==> src/rtl/fetch_pkg.sv <==
// rtl/fetch_pkg.sv - shared constants and entry type for the instruction fetch queue
package fetch_pkg;

  localparam int              XLEN      = 32;
  localparam logic [XLEN-1:0] NOP_INSTR = 32'h0000_0013;
  localparam logic [XLEN-1:0] PC_INCR   = 32'd4;

  typedef struct packed {
    logic [XLEN-1:0] instr;
    logic [XLEN-1:0] pc;
  } fetch_entry_t;

endpackage

==> src/rtl/fetch_fifo.sv <==
// rtl/fetch_fifo.sv - DEPTH-entry synchronous FIFO of fetched words with flush
module fetch_fifo
  import fetch_pkg::*;
#(
  parameter int DEPTH = 2
) (
  input  logic                   clk,
  input  logic                   reset_n,
  input  logic                   push_i,
  input  fetch_entry_t           push_data_i,
  input  logic                   pop_i,
  input  logic                   flush_i,
  output fetch_entry_t           head_o,
  output logic [$clog2(DEPTH):0] count_o,
  output logic                   empty_o,
  output logic                   full_o
);

  localparam int AW = $clog2(DEPTH);
  localparam int CW = AW + 1;
  localparam logic [AW-1:0] PTR_ONE = AW'(1);
  localparam logic [CW-1:0] CNT_ONE = CW'(1);

  fetch_entry_t  mem_q [DEPTH];
  logic [AW-1:0] wr_ptr_q, rd_ptr_q;
  logic [CW-1:0] count_q;
  logic          do_push, do_pop;

  assign empty_o = (count_q == '0);
  assign full_o  = (count_q == CW'(DEPTH));
  assign count_o = count_q;
  assign head_o  = mem_q[rd_ptr_q];

  // Flush wins over both push and pop in the same cycle.
  assign do_push = push_i & ~full_o & ~flush_i;
  assign do_pop  = pop_i & ~empty_o & ~flush_i;

  always_ff @(posedge clk) begin
    if (do_push) begin
      mem_q[wr_ptr_q] <= push_data_i;
    end
  end

  always_ff @(posedge clk or negedge reset_n) begin
    if (!reset_n) begin
      wr_ptr_q <= '0;
      rd_ptr_q <= '0;
      count_q  <= '0;
    end else if (flush_i) begin
      wr_ptr_q <= '0;
      rd_ptr_q <= '0;
      count_q  <= '0;
    end else begin
      if (do_push) wr_ptr_q <= wr_ptr_q + PTR_ONE;
      if (do_pop)  rd_ptr_q <= rd_ptr_q + PTR_ONE;
      case ({do_push, do_pop})
        2'b10:   count_q <= count_q + CNT_ONE;
        2'b01:   count_q <= count_q - CNT_ONE;
        default: count_q <= count_q;
      endcase
    end
  end

endmodule

==> src/rtl/instr_fetch_queue.sv <==
// rtl/instr_fetch_queue.sv - sequential fetch front end with redirect flush; optional FETCH_MISALIGN_CHECK_EN
module instr_fetch_queue
  import fetch_pkg::*;
#(
  parameter int          DEPTH    = 2,
  parameter logic [31:0] RESET_PC = 32'h0000_0000
) (
  input  logic        clk,
  input  logic        reset_n,
  output logic        IMemReq,
  output logic [31:0] IMemAddr,
  input  logic        IMemGnt,
  input  logic        IMemRValid,
  input  logic [31:0] IMemRData,
  input  logic        Redirect,
  input  logic [31:0] RedirectPC,
  output logic        InstrValid,
  input  logic        InstrReady,
  output logic [31:0] Instr,
  output logic [31:0] InstrPC
`ifdef FETCH_MISALIGN_CHECK_EN
  ,
  output logic        InstrMisalign
`endif
);

  localparam int            CW        = $clog2(DEPTH) + 1;
  localparam logic [CW-1:0] CNT_ONE   = CW'(1);
  localparam logic [CW:0]   DEPTH_OCC = (CW + 1)'(DEPTH);

  logic [XLEN-1:0] fetch_pc_q, fetch_pc_d;
  logic [XLEN-1:0] tag_q, tag_d;
  logic [CW-1:0]   inflight_q, inflight_d;
  logic [CW-1:0]   dropcnt_q, dropcnt_d;
  logic [CW-1:0]   fifo_count;
  logic [CW:0]     occupancy;
  logic [XLEN-1:0] redirect_pc;
  logic            fifo_empty, fifo_full, fetch_block;
  logic            issue, resp_live, push, pop;
  fetch_entry_t    push_entry, head_entry;

`ifdef FETCH_MISALIGN_CHECK_EN
  logic misalign_q, misalign_d;

  assign redirect_pc   = RedirectPC;
  assign fetch_block   = misalign_q;
  assign InstrMisalign = misalign_q;

  always_comb begin
    misalign_d = misalign_q;
    if (Redirect) misalign_d = (RedirectPC[1:0] != 2'b00);
  end

  always_ff @(posedge clk or negedge reset_n) begin
    if (!reset_n) misalign_q <= 1'b0;
    else          misalign_q <= misalign_d;
  end
`else
  logic [1:0] redirect_lsb_unused;

  assign redirect_lsb_unused = RedirectPC[1:0];
  assign redirect_pc         = {RedirectPC[31:2], 2'b00};
  assign fetch_block         = 1'b0;
`endif

  // Every in-flight fetch owns a FIFO slot, so a response can never find it full.
  assign occupancy = {1'b0, fifo_count} + {1'b0, inflight_q};
  assign IMemReq   = reset_n & ~Redirect & ~fetch_block & ~fifo_full & (occupancy < DEPTH_OCC);
  assign IMemAddr  = fetch_pc_q;
  assign issue     = IMemReq & IMemGnt;

  // Responses with nothing outstanding (e.g. straight after reset) are ignored.
  assign resp_live  = IMemRValid & (inflight_q != '0);
  assign push       = resp_live & ~Redirect & (dropcnt_q == '0);
  assign push_entry = '{instr: IMemRData, pc: tag_q};

  assign InstrValid = ~fifo_empty & ~fetch_block;
  assign pop        = InstrValid & InstrReady & ~Redirect;
  assign Instr      = InstrValid ? head_entry.instr : NOP_INSTR;
  assign InstrPC    = InstrValid ? head_entry.pc : '0;

  fetch_fifo #(
    .DEPTH(DEPTH)
  ) u_fifo (
    .clk        (clk),
    .reset_n    (reset_n),
    .push_i     (push),
    .push_data_i(push_entry),
    .pop_i      (pop),
    .flush_i    (Redirect),
    .head_o     (head_entry),
    .count_o    (fifo_count),
    .empty_o    (fifo_empty),
    .full_o     (fifo_full)
  );

  always_comb begin
    fetch_pc_d = fetch_pc_q;
    tag_d      = tag_q;
    inflight_d = inflight_q;
    dropcnt_d  = dropcnt_q;
    if (issue)     inflight_d = inflight_d + CNT_ONE;
    if (resp_live) inflight_d = inflight_d - CNT_ONE;
    if (Redirect) begin
      fetch_pc_d = redirect_pc;
      tag_d      = redirect_pc;
      // Everything still outstanding after this cycle belongs to the old path.
      dropcnt_d  = resp_live ? (inflight_q - CNT_ONE) : inflight_q;
    end else begin
      if (issue) fetch_pc_d = fetch_pc_q + PC_INCR;
      if (push)  tag_d = tag_q + PC_INCR;
      if (resp_live && (dropcnt_q != '0)) dropcnt_d = dropcnt_q - CNT_ONE;
    end
  end

  always_ff @(posedge clk or negedge reset_n) begin
    if (!reset_n) begin
      fetch_pc_q <= RESET_PC;
      tag_q      <= RESET_PC;
      inflight_q <= '0;
      dropcnt_q  <= '0;
    end else begin
      fetch_pc_q <= fetch_pc_d;
      tag_q      <= tag_d;
      inflight_q <= inflight_d;
      dropcnt_q  <= dropcnt_d;
    end
  end

endmodule
==> config.mk <==
export PLATFORM = sky130hd
export DESIGN_NAME = instr_fetch_queue
export DESIGN_NICKNAME = d
export VERILOG_FILES = /design/src/rtl/fetch_pkg.sv /design/src/rtl/fetch_fifo.sv /design/src/rtl/instr_fetch_queue.sv
export SDC_FILE = /design/constraint.sdc
export NUM_CORES = 1
export LEC_CHECK = 0
export BUFFER_PORTS_ARGS = -buffer_cell sky130_fd_sc_hd__clkbuf_2
export CAP_MARGIN = 30
export CORE_MARGIN = 1
export CORE_UTILIZATION = 45
export CTS_BUF_LIST = sky130_fd_sc_hd__clkbuf_4 sky130_fd_sc_hd__clkbuf_8 sky130_fd_sc_hd__clkbuf_16
export DETAILED_ROUTE_END_ITERATION = 7
export PLACE_DENSITY = 0.79
export SKIP_CTS_REPAIR_TIMING = 1
export SLEW_MARGIN = 20
export SYNTH_ARGS = -nofsm -noshare
export SYNTH_HDL_FRONTEND = slang
export SYNTH_SLANG_ARGS = --single-unit
==> constraint.sdc <==
create_clock -name clk -period 11.7 [get_ports clk]
set_input_delay 1.755 -clock clk [delete_from_list [all_inputs] [get_ports clk]]
set_output_delay 1.755 -clock clk [all_outputs]
set_load 0.02 [all_outputs]
== Word level (Yosys, flattened, before mapping) ==
Memory sizes are Yosys's and may differ from the RTL's.
Index checks and enable logic that the tools add are counted.

* Output and inout bits: 98
* Register bits: 72
* Word-level logic and storage cells: 69
* Memories kept: 1
* Bits of input ports: 70
* RAM bits: 128

{| class="wikitable"
|+ Memories
! memory !! words !! width !! read ports !! clocked after Yosys merged registers in !! wr ports !! RTL line !! text
|-
| u_fifo.mem_q || 2 || 64 || 1 || 0 || 1 || fetch_fifo.sv:24 || <nowiki>fetch_entry_t mem_q [DEPTH];</nowiki>
|}

* Mux-type cells: 19
* Bitwise logic cells: 16
* Add/subtract/negate cells: 11
* Reduce and logical (&&, ||, !) cells: 11
* Order comparisons: 1
* Eq/ne operators: 3

{| class="wikitable"
|+ Operators by type and width
! operator !! number
|-
| two-way mux 32 bit || 6
|-
| adder 32 x 3 -> 32 bit, second input constant || 2
|-
| nonzero test 2 bit || 7
|-
| bitwise AND 1 bit || 13
|-
| two-way mux 2 bit || 6
|-
| subtractor 2 x 1 -> 2 bit, second input constant || 4
|-
| two-way mux 1 bit || 6
|-
| adder 2 x 1 -> 2 bit, second input constant || 2
|-
| equality test 2 bit, second input constant || 2
|-
| logical NOT 2 bit || 2
|-
| one-hot mux 2 bit (2 select lines) || 1
|-
| adder 2 x 2 -> 3 bit || 1
|-
| less-than comparator 3 x 2 -> 1 bit, second input constant || 1
|-
| inverter 1 bit || 3
|-
| nonzero test 3 bit || 1
|-
| adder 1 bit, second input constant || 2
|-
| equality test 2 x 1 -> 1 bit, second input constant || 1
|-
| logical AND 1 bit || 1
|}

== Depth between registers and ports, before layout ==
Gate-level depths: netlist of run 1.

* Depth after elaboration: 9
* Mapped depth: 9
* Mapped depth without buffers: 7

== Hierarchy ==
Synthesis of run 1 repeated with hierarchy kept, for this count alone.

* Cell total of the unflattened synthesis: 701
* Area, all modules: 8993.6 um^2

{| class="wikitable"
|+ Modules (own cells, without submodules)
! module !! area an instance (um^2) !! times used !! sequential area each (um^2) !! cells an instance
|-
| fetch_fifo || 4819.6 || 1 || 3943.8 || 224
|-
| instr_fetch_queue || 4174.0 || 1 || 1601.5 || 477
|}

== Worst setup path before layout of run 1 ==
Ideal clock, no wire load.

* Path kind: input to register
* Start point: input Redirect
* End point: memory u_fifo.mem_q[0][10] (netlist name) (enable)
* Data required time: 11.065 ns
* Setup time: 0.635 ns
* Buffers on the path: 2
* Data arrival time: 8.119 ns
* Stages on the path: 3
* Path slack: 2.946 ns
* Cell sequence: clkbuf_1 clkbuf_1 nor4_1

* Longest elaborated chain between the ends: 7

{| class="wikitable"
|+ RTL lines
! element !! RTL line !! text
|-
| start, declared || instr_fetch_queue.sv:15 || <nowiki>input logic Redirect,</nowiki>
|-
| inverter 1 bit * || fetch_fifo.sv:35, instr_fetch_queue.sv:74 ||
|-
| bitwise AND 1 bit (2 in a row) || instr_fetch_queue.sv:74 || <nowiki>assign push = resp_live & ~Redirect & (dropcnt_q == '0);</nowiki>
|-
| bitwise AND 1 bit || fetch_fifo.sv:35 || <nowiki>assign do_push = push_i & ~full_o & ~flush_i;</nowiki>
|-
| bitwise AND 1 bit * || fetch_fifo.sv:35 ||
|-
| two-way mux 1 bit * || fetch_fifo.sv:39 || <nowiki>if (do_push) begin</nowiki>
|-
| two-way mux 1 bit (implied by the code) * || fetch_fifo.sv:40 || <nowiki>mem_q[wr_ptr_q] <= push_data_i;</nowiki>
|-
| end, declared || fetch_fifo.sv:24 ||
|}

Every way passes the cells marked *; elsewhere a longest branch is shown, timed or not.

== Final worst setup path of run 1 ==
* Start point: input Redirect
* End point: output IMemReq

* Longest elaborated chain between the ends: 4

{| class="wikitable"
|+ RTL lines
! element !! RTL line !! text
|-
| inverter 1 bit || instr_fetch_queue.sv:68 || <nowiki>assign IMemReq = reset_n & ~Redirect & ~fetch_block & ~fifo_full & (occupancy < DEPTH_OCC);</nowiki>
|-
| bitwise AND 1 bit (3 in a row) || instr_fetch_queue.sv:68 ||
|-
| end, declared || instr_fetch_queue.sv:10 || <nowiki>output logic IMemReq,</nowiki>
|}

Every way passes these cells.

==> results of run 1 <==
registers in the layout (all words and copies together), names as in the netlist:
register         count
u_fifo.mem_q       124
IMemAddr            30
tag_q               30
dropcnt_q            2
inflight_q           2
u_fifo.count_o       2
u_fifo.rd_ptr_q      1
u_fifo.wr_ptr_q      1
per-layer routing:
metal / vias up / track usage (%) / part of all wire, %
li1: 2871 / - / -
met1: 2926 / 26.4 / 46
met2: 239 / 31.2 / 47
met3: 21 / 4.62 / 5.8
met4: 0 / 6.65 / 1.4
met5: - / 0 / 0
critical path, delay by kind of cell:
kind | cells | cell delay (ps)
buf+inv | 3 | 580
simple gates | 2 | 750
per-stage QoR:
step           setup slack [ps]  area [µm²]  total power, mW  utilization (%)
6_report                   6840       10200             1.77             54.6
5_1_grt                    6780       10200             1.86             54.6
4_1_cts                    6480       10200             1.79             54.5
3_5_place_dp               6480        9610             1.22             51.4
3_3_place_gp               6430        9590             1.21             51.3
2_1_floorplan              2950        8600             1.11                -
final cells by class:
class,instances,area [µm²]
multi-input combinational,461,2980
sequential,192,5430
clock inverter,9,65.1
fill,1591,8480
clock buffer,23,523
tap,234,293
inverter,12,45.0
timing repair buffer,169,891
cells in the mapped netlist (6+ instances only):
cell                         n
sky130_fd_sc_hd__inv_1      11
sky130_fd_sc_hd__nor2_1     81
sky130_fd_sc_hd__o21ai_0    46
sky130_fd_sc_hd__buf_4       7
sky130_fd_sc_hd__clkbuf_1   18
sky130_fd_sc_hd__and3_1     11
sky130_fd_sc_hd__nand3_1    31
sky130_fd_sc_hd__o211ai_1   16
sky130_fd_sc_hd__o311ai_0   10
sky130_fd_sc_hd__dfrtp_1    68
sky130_fd_sc_hd__xor2_1     24
sky130_fd_sc_hd__nand4_1    23
sky130_fd_sc_hd__xnor2_1    13
sky130_fd_sc_hd__nand2_1    71
sky130_fd_sc_hd__buf_2       6
sky130_fd_sc_hd__edfxtp_1  124
sky130_fd_sc_hd__mux2i_1    62
sky130_fd_sc_hd__a31oi_1     7
power by group through the flow:
stage / logic, mW / clock network [mW] / registers (mW)
2_1_floorplan: 0.235 / 0 / 0.871
3_3_place_gp: 0.333 / 0 / 0.875
6_report: 0.348 / 0.567 / 0.859
4_1_cts: 0.351 / 0.581 / 0.858
3_5_place_dp: 0.348 / 0 / 0.872
5_1_grt: 0.384 / 0.612 / 0.867
logic make-up after synthesis:
kind of cell,Yosys count,synth area share (%)
AND/OR/NAND/NOR,255,15.3
flip-flops,192,63.2
AO/OA/AOI/OAI,96,6.98
multiplexers,64,7.49
buffers and inverters,47,2.45
XOR/XNOR,37,3.77
adder cells (fa/ha/maj),5,0.816
other,1,0.0437
worst paths after layout:
kind	slack (ps)	endpoint	cells after the start
setup / recovery	6840	IMemReq	5
hold / removal	500	u_fifo.mem_q[0][29]$_DFFE_PP_	0
setup reg to reg	8670	IMemAddr[19]$_DFFE_PN0P_	5
hold reg to reg	500	u_fifo.mem_q[0][29]$_DFFE_PP_	0
max in group asynchronous	9790	u_fifo.rd_ptr_q$_DFFE_PN0P_	3
min in group asynchronous	1340	IMemAddr[31]$_DFFE_PN0P_	2
==> out/metrics.csv, run 1 <==
stage;metric;value;unit
run_status;outcome;finished, final reports clean;
floorplanning;io_pins;168;
clock_tree;cts_buffer_depth;2;
logic_synthesis;synth-warning-count;0;
placement;numPlacedInstances;1067;
clock_tree;clkSlewWorstSetupHoldPaths;70;ps
logic_synthesis;synthTopCellsByArea;sky130_fd_sc_hd__edfxtp_1 43%, sky130_fd_sc_hd__dfrtp_1 20%, sky130_fd_sc_hd__mux2i_1 7.2%;
sta;clock-skew-final;15.7;ps
logic_synthesis;yosysTopAreaCellShare;43.4;%
floorplanning;rows;50;
logic_synthesis;seq_area_frac_synth;63.2;%
global_route;grt_pass1_vias;5550;
clock_tree;cts_tree;done;
sta;tightest_slew;936;ps
power;pwr-share-seq;48.4;%
sta;setup_tns;0;ps
logic_synthesis;synthCells;697;
placement;dp.final_hpwl;12.4;mm
logic_synthesis;yosys.cell_types.count;53;
floorplanning;fp.coreArea;18700;µm²
power;power_share_of_the_combinational_group;19.6;%
floorplanning;chipWidth;140;µm
drt;route.antenna.remaining_nets;0;
finish;area_growth;19.1;%
power;clock_power_share;32.0;%
floorplanning;chip_height;140;µm
logic_synthesis;synth_enable_flop_cells;124;
drt;wl;18.6;mm
floorplanning;floorplan.initialDensity;45.9;%
sta;rsz0062_at_grt;no;
critical_path;worst-path-max-fanout;70;
global_route;grt_antenna_before_repair;0;
drt;dr_total_vias;6057;
critical_path;timing.rr.start;u_fifo.count_o[0]$_DFFE_PN0P_;
critical_path;path_cells;clkbuf_2 > buf_4 > or4b_4 > nor2_1 > clkbuf_2;
logic_synthesis;syn-cell-area;8590;µm²
finish;drive_gt1_share;25.3;%
drt;avgRoutedWirePerCell;16.9;µm
placement;place_congestion;0.860;
logic_synthesis;synth_area_per_cell;12.3;µm²
critical_path;arrival_time_at_the_worst_endpoint;3100;ps
global_route;grt_pass1_wl;29.5;mm
sta;max_freq;206;MHz
critical_path;worst_ep_required_time;9950;ps
placement;io_buffer_count;161;
global_route;grt_start_max_net_pins;71;
worst_hold_path;hold_path_class;reg -> reg;
critical_path;cp-start-kind;input pin;
drt;drt_pass1_iterations;5;
sta;setup-violations-final;0;
clock_tree;clock_insertion_delay_worst_skew;440;ps
drt;post-route-drc-count;0;
critical_path;critical_path_class;in -> out;
drt;drt_iter0_markers;418;
sta;period_share;41.5;%
logic_synthesis;flops_latches_synth;192;
critical_path;timing.critical_path.slowest_stage_cell;sky130_fd_sc_hd__or4b_4;
sta;finalHoldViolations;0;
critical_path;crit_path_start;Redirect;
finish;leading_cell_type_in_the_layout_fill_and_taps_excluded;sky130_fd_sc_hd__clkbuf_2;
global_route;grtUsageTotal;19.6;%
worst_hold_path;worstHoldStart;tag_q[29]$_DFFE_PN0N_;
clock_tree;cts_max_level;4;
power;power.leakage;3.92;nW
logic_synthesis;area_leader_netlist;sky130_fd_sc_hd__edfxtp_1;
power;sw_frac_of_total;29.9;%
clock_tree;ctsRootBufferMaster;sky130_fd_sc_hd__clkbuf_16;
global_route;gr-total-overflow;0;
drt;vias_per_cell;5.51;
sta;period_minus_slack;4860;ps
logic_synthesis;synthArstFlopShare;35.4;%
logic_synthesis;synth_top_flop_cell;sky130_fd_sc_hd__edfxtp_1;
sta;finalHoldWorstSlack;498;ps
critical_path;endpoint_kind_of_the_worst_setup_timing_path;primary output;
clock_tree;cts_buffers;17;
sta;finalMaxSlewViolations;0;
finish;finish.net_count;928;
clock_tree;cts_sinks;192;
critical_path;path_common_cell;sky130_fd_sc_hd__clkbuf_2;
finish;num_antenna_cells;0;
finish;most-common-layout-cells;160 x sky130_fd_sc_hd__clkbuf_2, 124 x sky130_fd_sc_hd__edfxtp_1, 80 x sky130_fd_sc_hd__nor2_1;
power;peakVddDrop;0.103;mV
finish;non_filler_cells_final;1100;
power;p_sw;530;µW
power;power.density_cell_area;174;nW/µm²
floorplanning;dieArea;19600;µm²
power;internal_power;1.25;mW
critical_path;cpPeakStageDelay;630;ps
job;drv.max_cap_violation_count;0;
sta;worst_slew_margin_rel;37.4;%
Note: power is estimated with default switching activity, not from simulation.
==> run 2: changes to the inputs <==
--- a/config.mk
+++ b/config.mk
@@ -5,13 +5,14 @@
 export SDC_FILE = /design/constraint.sdc
 export NUM_CORES = 1
 export LEC_CHECK = 0
+export ABC_AREA = 1
 export BUFFER_PORTS_ARGS = -buffer_cell sky130_fd_sc_hd__clkbuf_2
 export CAP_MARGIN = 30
 export CORE_MARGIN = 1
 export CORE_UTILIZATION = 45
 export CTS_BUF_LIST = sky130_fd_sc_hd__clkbuf_4 sky130_fd_sc_hd__clkbuf_8 sky130_fd_sc_hd__clkbuf_16
 export DETAILED_ROUTE_END_ITERATION = 7
-export PLACE_DENSITY = 0.79
+export PLACE_DENSITY = 0.81
 export SKIP_CTS_REPAIR_TIMING = 1
 export SLEW_MARGIN = 20
 export SYNTH_ARGS = -nofsm -noshare
==> constraint.sdc (replaced) <==
create_clock -name clk -period 4.2 [get_ports clk]
set_input_delay 0.63 -clock clk [delete_from_list [all_inputs] [get_ports clk]]
set_output_delay 0.63 -clock clk [all_outputs]
set_load 0.02 [all_outputs]
==> run 2 against run 1 <==
  * Largest cell class unchanged
  * Register-to-register slack got worse by 6900 ps
  * Utilization grew 0.13 points
  * Global-route usage grew 2.9 points
  * Largest power group unchanged
==> out/metrics.csv, run 2 <==
stage;metric;value;unit
sta;setup-violations-final;0;
sta;worst_slew_margin_rel;37.5;%
sta;period_share;64.0;%
drt;drt_pass1_iterations;5;
clock_tree;cts_max_level;4;
power;power.density_cell_area;566;nW/µm²
clock_tree;cts_buffer_depth;2;
floorplanning;io_pins;168;
drt;dr_total_vias;8003;
sta;max_freq;372;MHz
drt;wl;23.7;mm
logic_synthesis;synthTopCellsByArea;sky130_fd_sc_hd__edfxtp_1 39%, sky130_fd_sc_hd__dfrtp_1 18%, sky130_fd_sc_hd__nand2_1 15%;
critical_path;setup.reg_to_reg.worst_slack;1760;ps
floorplanning;chip_height;147;µm
logic_synthesis;yosysTopAreaCellShare;39.5;%
logic_synthesis;seq_area_frac_synth;57.5;%
finish;most-common-layout-cells;375 x sky130_fd_sc_hd__nand2_1, 160 x sky130_fd_sc_hd__clkbuf_2, 124 x sky130_fd_sc_hd__edfxtp_1;
power;peakVddDrop;0.310;mV
critical_path;worst_ep_required_time;3570;ps
finish;finish.net_count;1290;
clock_tree;cts_sinks;192;
floorplanning;rows;52;
finish;area_growth;18.3;%
logic_synthesis;synth_top_flop_cell;sky130_fd_sc_hd__edfxtp_1;
placement;place_congestion;0.888;
finish;largest_register_ffs;124;
floorplanning;dieArea;21500;µm²
floorplanning;fp.coreArea;20400;µm²
critical_path;worst-path-max-fanout;39;
logic_synthesis;most_repeated_cell_in_the_gate_level_netlist_after_synthesis;sky130_fd_sc_hd__nand2_1;
logic_synthesis;area_leader_netlist;sky130_fd_sc_hd__edfxtp_1;
run_status;outcome;finished, final reports clean;
drt;route.antenna.remaining_nets;0;
critical_path;endpoint_kind_of_the_worst_setup_timing_path;primary output;
global_route;use_met1;30.8;%
critical_path;cp-start-kind;flip-flop;
floorplanning;chipWidth;147;µm
placement;numPlacedInstances;1465;
clock_tree;clkSlewWorstSetupHoldPaths;70;ps
global_route;grt_pass1_wl;37.8;mm
sta;finalHoldWorstSlack;152;ps
sta;period_minus_slack;2690;ps
worst_hold_path;hold_path_class;in -> async;
global_route;grt_util_met3;3.88;%
finish;largest-register;u_fifo.mem_q;
clock_tree;clock_insertion_delay_worst_skew;430;ps
finish;leading_cell_type_in_the_layout_fill_and_taps_excluded;sky130_fd_sc_hd__nand2_1;
sta;clock-skew-final;7.56;ps
clock_tree;ctsRootBufferMaster;sky130_fd_sc_hd__clkbuf_16;
critical_path;crit_path_start;u_fifo.rd_ptr_q$_DFFE_PN0P_;
job;drv.max_cap_violation_count;0;
placement;io_buffer_count;161;
global_route;gr-max-usage-layer;met2;
finish;finish.utilization;54.8;%
clock_tree;cts_tree;done;
global_route;grt_pass1_vias;7572;
logic_synthesis;synthArstFlopShare;35.4;%
clock_tree;cts_buffers;17;
sta;finalMaxSlewViolations;0;
finish;non_filler_cells_final;1498;
logic_synthesis;flops_latches_synth;192;
floorplanning;floorplan.initialDensity;46.3;%
logic_synthesis;synthCells;1061;
sta;tightest_slew;934;ps
critical_path;reg2regPathDepth;8;
logic_synthesis;yosys.cell_types.count;40;
global_route;grt_antenna_before_repair;0;
sta;finalHoldViolations;0;
drt;avgRoutedWirePerCell;15.8;µm
critical_path;r2r_end;u_fifo.mem_q[0][35]$_DFFE_PP_;
critical_path;critical_path_class;reg -> out;
finish;drive_gt1_share;18.9;%
logic_synthesis;syn-cell-area;9430;µm²
global_route;grtUsageTotal;22.5;%
sta;rsz0062_at_grt;no;
global_route;grt_start_max_net_pins;63;
critical_path;arrival_time_at_the_worst_endpoint;2060;ps
global_route;grt_util_met2;36.1;%
logic_synthesis;synth-warning-count;0;
global_route;gr-total-overflow;0;
drt;vias_per_cell;5.34;
drt;drt_iter0_markers;709;
critical_path;timing.rr.start;inflight_q[0]$_DFF_PN0_;
placement;dp.final_hpwl;16.6;mm
logic_synthesis;synth_enable_flop_cells;124;
drt;post-route-drc-count;0;
logic_synthesis;synth_area_per_cell;8.89;µm²
finish;num_antenna_cells;0;
logic_synthesis;synth_commonest_cells;375 x sky130_fd_sc_hd__nand2_1, 124 x sky130_fd_sc_hd__edfxtp_1, 89 x sky130_fd_sc_hd__nor2_1;
power;power.leakage;4.87;nW
-- run 2: cell count changes after synthesis, moves of 8 or more --
cell                       before  now
sky130_fd_sc_hd__inv_1         11   82
sky130_fd_sc_hd__nand2_1       71  375
sky130_fd_sc_hd__mux2i_1       62    0
sky130_fd_sc_hd__o311ai_0      10    1
sky130_fd_sc_hd__nand4_1       23   14
sky130_fd_sc_hd__nand3_1       31   66
sky130_fd_sc_hd__o21ai_0       46   29
sky130_fd_sc_hd__and3_1        11    1
sky130_fd_sc_hd__xnor2_1       13    2
sky130_fd_sc_hd__a21oi_1        5   73
sky130_fd_sc_hd__nor2_1        81   89
-- run 2: worst max path at each step --
stage / to / slack (ps) / depth (start not counted)
floorplan: u_fifo.mem_q[0][10]$_DFFE_PP_ / -70 / 6
global placement: u_fifo.mem_q[0][25]$_DFFE_PP_ / 1570 / 8
detailed placement: u_fifo.mem_q[0][25]$_DFFE_PP_ / 1590 / 8
CTS: InstrPC[10] / 1130 / 4
global route: InstrPC[10] / 1390 / 5
finish: InstrPC[10] / 1510 / 5
-- run 2: area by class of cell --
| type | instances | area (µm²) |
|---|---|---|
| Clock buffer | 19 | 440 |
| Clock inverter | 13 | 175 |
| Fill cell | 1818 | 9210 |
| Inverter | 88 | 332 |
| Multi-Input combinational cell | 746 | 3510 |
| Sequential cell | 192 | 5430 |
| Tap cell | 270 | 338 |
| Timing Repair Buffer | 170 | 931 |
-- run 2: per-stage QoR --
stage / worst slack [ps] / power (mW) / TNS [ps] / cell area, µm²
after floorplan: -73.7 / 3.90 / -9140 / 9440
after global placement: 1570 / 4.57 / 0 / 10500
after detailed placement: 1590 / 4.64 / 0 / 10500
after CTS: 1130 / 6.32 / 0 / 11100
after global routing: 1390 / 6.66 / 0 / 11200
final: 1510 / 6.32 / 0 / 11200
-- run 2: cells by family (layout without fill, tap and decap cells) --
kind of cell	count (synthesis)	after routing	synth area share, %
flops	192	192	57.5
other cells	1	4	0.0398
compound gates	133	133	7.72
fa+ha+maj	5	5	0.743
xor+xnor	21	21	1.95
buf+inv	126	290	5.53
simple gates	583	583	26.5
-- run 2: worst max-delay path, stage by stage (launching register included) --
cell	delay, ps
sky130_fd_sc_hd__dfrtp_2	400
sky130_fd_sc_hd__inv_2	520
sky130_fd_sc_hd__buf_16	240
sky130_fd_sc_hd__nand2_1	80
sky130_fd_sc_hd__a21oi_1	170
sky130_fd_sc_hd__clkbuf_2	210
-- run 2: per-layer routing --
layer,up-vias,wire length [µm]
met5,-,0
met4,0,388
met3,31,2110
met2,387,11000
met1,3777,10100
li1,3808,-
-- run 2: power by group --
group / internal (mW) / switching, mW
combinational: 0.641 / 1.47
sequential: 2.26 / 0.263
clock: 0.964 / 0.713
total: 3.87 / 2.45
==> run 3: changes to the inputs <==
==> constraint.sdc (replaced) <==
create_clock -name clk -period 2.4 [get_ports clk]
set_input_delay 0.36 -clock clk [delete_from_list [all_inputs] [get_ports clk]]
set_output_delay 0.36 -clock clk [all_outputs]
set_load 0.02 [all_outputs]
==> run 3 against run 2 <==
  * Clock-buffer cell count is 2 lower
  * Global-route usage rose by 0.23 points
  * Routed wire length rose by 1.1%
  * Sequential power increased by 75%
  * Hold slack got worse by 130 ps
  * Utilization grew 0.58 points
  * Register-to-register slack worse by 1500 ps
  * Design area increased by 1.1%
  * First-iteration DRC count down 21%
  * Die area unchanged
  * Sequential cell count did not move
  * Critical endpoint is now IMemReq
  * Largest power group unchanged
  * Highest routed layer unchanged
==> out/metrics.csv, run 3 (synthesis gave the netlist of run 2 again) <==
stage;metric;value;unit
run_status;outcome;finished, final reports clean;
global_route;gr-total-overflow;0;
floorplanning;rows;52;
placement;io_buffer_count;161;
power;power.density_cell_area;994;nW/µm²
sta;max_freq;440;MHz
critical_path;worst-path-max-fanout;4;
floorplanning;floorplan.initialDensity;46.3;%
clock_tree;cts_sinks;192;
finish;largest-register;u_fifo.mem_q;
clock_tree;cts_tree;done;
critical_path;arrival_time_at_the_worst_endpoint;1910;ps
critical_path;worst_ep_required_time;2040;ps
clock_tree;cts_max_level;4;
drt;route.antenna.remaining_nets;0;
floorplanning;dieArea;21500;µm²
job;drv.max_cap_violation_count;0;
global_route;grt_pass1_vias;7418;
critical_path;endpoint_kind_of_the_worst_setup_timing_path;primary output;
global_route;grt_util_met2;36.9;%
floorplanning;chipWidth;147;µm
finish;fillerInstances;1802;
global_route;grt_antenna_before_repair;0;
sta;period_share;94.8;%
global_route;grt_pass1_wl;38.0;mm
clock_tree;cts_buffer_depth;2;
clock_tree;clock_insertion_delay_worst_skew;440;ps
drt;vias_per_cell;5.26;
clock_tree;cts_buffers;17;
global_route;grt_start_max_net_pins;60;
sta;setup_tns;0;ps
placement;place_congestion;1.01;
power;peakVddDrop;0.577;mV
global_route;use_met1;30.6;%
finish;area_growth;19.6;%
finish;finish.net_count;1298;
global_route;grt_util_met3;5.00;%
clock_tree;ctsRootBufferMaster;sky130_fd_sc_hd__clkbuf_16;
drt;dr_total_vias;7926;
finish;largest_register_ffs;124;
sta;finalHoldViolations;0;
drt;drt_pass1_iterations;5;
sta;tightest_slew;663;ps
sta;period_minus_slack;2270;ps
finish;most-common-layout-cells;375 x sky130_fd_sc_hd__nand2_1, 160 x sky130_fd_sc_hd__clkbuf_2, 124 x sky130_fd_sc_hd__edfxtp_1;
finish;finish.utilization;55.4;%
sta;clock-skew-final;8.32;ps
floorplanning;chip_height;147;µm
critical_path;critical_path_class;reg -> out;
global_route;gr-max-usage-layer;met2;
drt;post-route-drc-count;0;
drt;drt_iter0_markers;561;
sta;worst_slew_margin_rel;55.4;%
power;totalPowerFinal;11.2;mW
drt;avgRoutedWirePerCell;15.9;µm
power;power.leakage;4.93;nW
sta;setup-violations-final;0;
placement;dp.final_hpwl;16.8;mm
finish;leading_cell_type_in_the_layout_fill_and_taps_excluded;sky130_fd_sc_hd__nand2_1;
critical_path;cp-start-kind;flip-flop;
floorplanning;fp.coreArea;20400;µm²
worst_hold_path;hold_path_class;in -> async;
clock_tree;clkSlewWorstSetupHoldPaths;70;ps
floorplanning;io_pins;168;
finish;drive_gt1_share;19.7;%
finish;num_antenna_cells;0;
placement;placedInstanceArea;10600;µm²
sta;finalHoldWorstSlack;25.7;ps
finish;final_area;11300;µm²
sta;rsz0062_at_grt;no;
global_route;grtUsageTotal;22.7;%
drt;wl;23.9;mm
sta;finalMaxSlewViolations;0;
==> run 3: cell types whose count changed in the layout (fill, tap and decap cells not counted), sizes merged <==
| cell | before | now |
|---|---|---|
| buf | 10 | 17 |
| clkbuf | 179 | 178 |
| inv | 92 | 95 |
| clkinvlp | 0 | 2 |
| clkinv | 6 | 3 |
==> run 3: report_power, final <==
group	total (mW)	switching (mW)	leakage [nW]	internal (mW)
clock	3.03	1.34	0.306	1.69
sequential	4.43	0.470	1.94	3.96
combinational	3.74	2.58	2.68	1.16
==> run 3: cell type report <==
| cell class | count | area [µm²] | share of cell area, % |
|---|---|---|---|
| Clock inverter | 15 | 210 | 1.86 |
| Inverter | 88 | 334 | 2.96 |
| Clock buffer | 17 | 425 | 3.77 |
| Tap cell | 270 | 338 | 3.00 |
| Multi-Input combinational cell | 746 | 3530 | 31.3 |
| Sequential cell | 192 | 5430 | 48.2 |
| Timing Repair Buffer | 178 | 1010 | 8.95 |
==> run 3: worst max-delay path, stage by stage (launching register included) <==
cell and delay [ps]:
sky130_fd_sc_hd__dfrtp_1 440, sky130_fd_sc_hd__nand2_1 80, sky130_fd_sc_hd__inv_1 50, sky130_fd_sc_hd__fa_1 430, sky130_fd_sc_hd__nor2_1 90, sky130_fd_sc_hd__nand2_1 90, sky130_fd_sc_hd__nor2_4 120, sky130_fd_sc_hd__clkbuf_2 190
==> run 3: worst paths after layout <==
kind / startpoint / endpoint / slack (ps) / depth (start not counted)
min in group clk: IMemRData[11] / u_fifo.mem_q[1][43]$_DFFE_PP_ / 110 / 1
min: reset_n / IMemAddr[29]$_DFFE_PN0P_ / 30 / 2
max: u_fifo.count_o[0]$_DFFE_PN0P_ / IMemReq / 130 / 7
max reg2reg: u_fifo.count_o[0]$_DFFE_PN0P_ / IMemAddr[17]$_DFFE_PN0P_ / 280 / 12
max in group asynchronous: reset_n / u_fifo.rd_ptr_q$_DFFE_PN0P_ / 1440 / 3
min reg2reg: dropcnt_q[1]$_DFFE_PN0P_ / dropcnt_q[1]$_DFFE_PN0P_ / 500 / 2
==> run 3: per-layer routing <==
metal | share of wire [%] | wire length (µm)
met3 | 8.7 | 2070
met5 | 0 | 0
met4 | 1.2 | 287
met2 | 47 | 11300
met1 | 43 | 10300
==> run 3: metrics by stage <==
step / setup WS, ps / std cells
floorplan: 24.1 / 1064
global placement: 345 / 1473
detailed placement: 293 / 1473
CTS: -5.65 / 1505
global route: 16.9 / 1506
finish: 125 / 1506
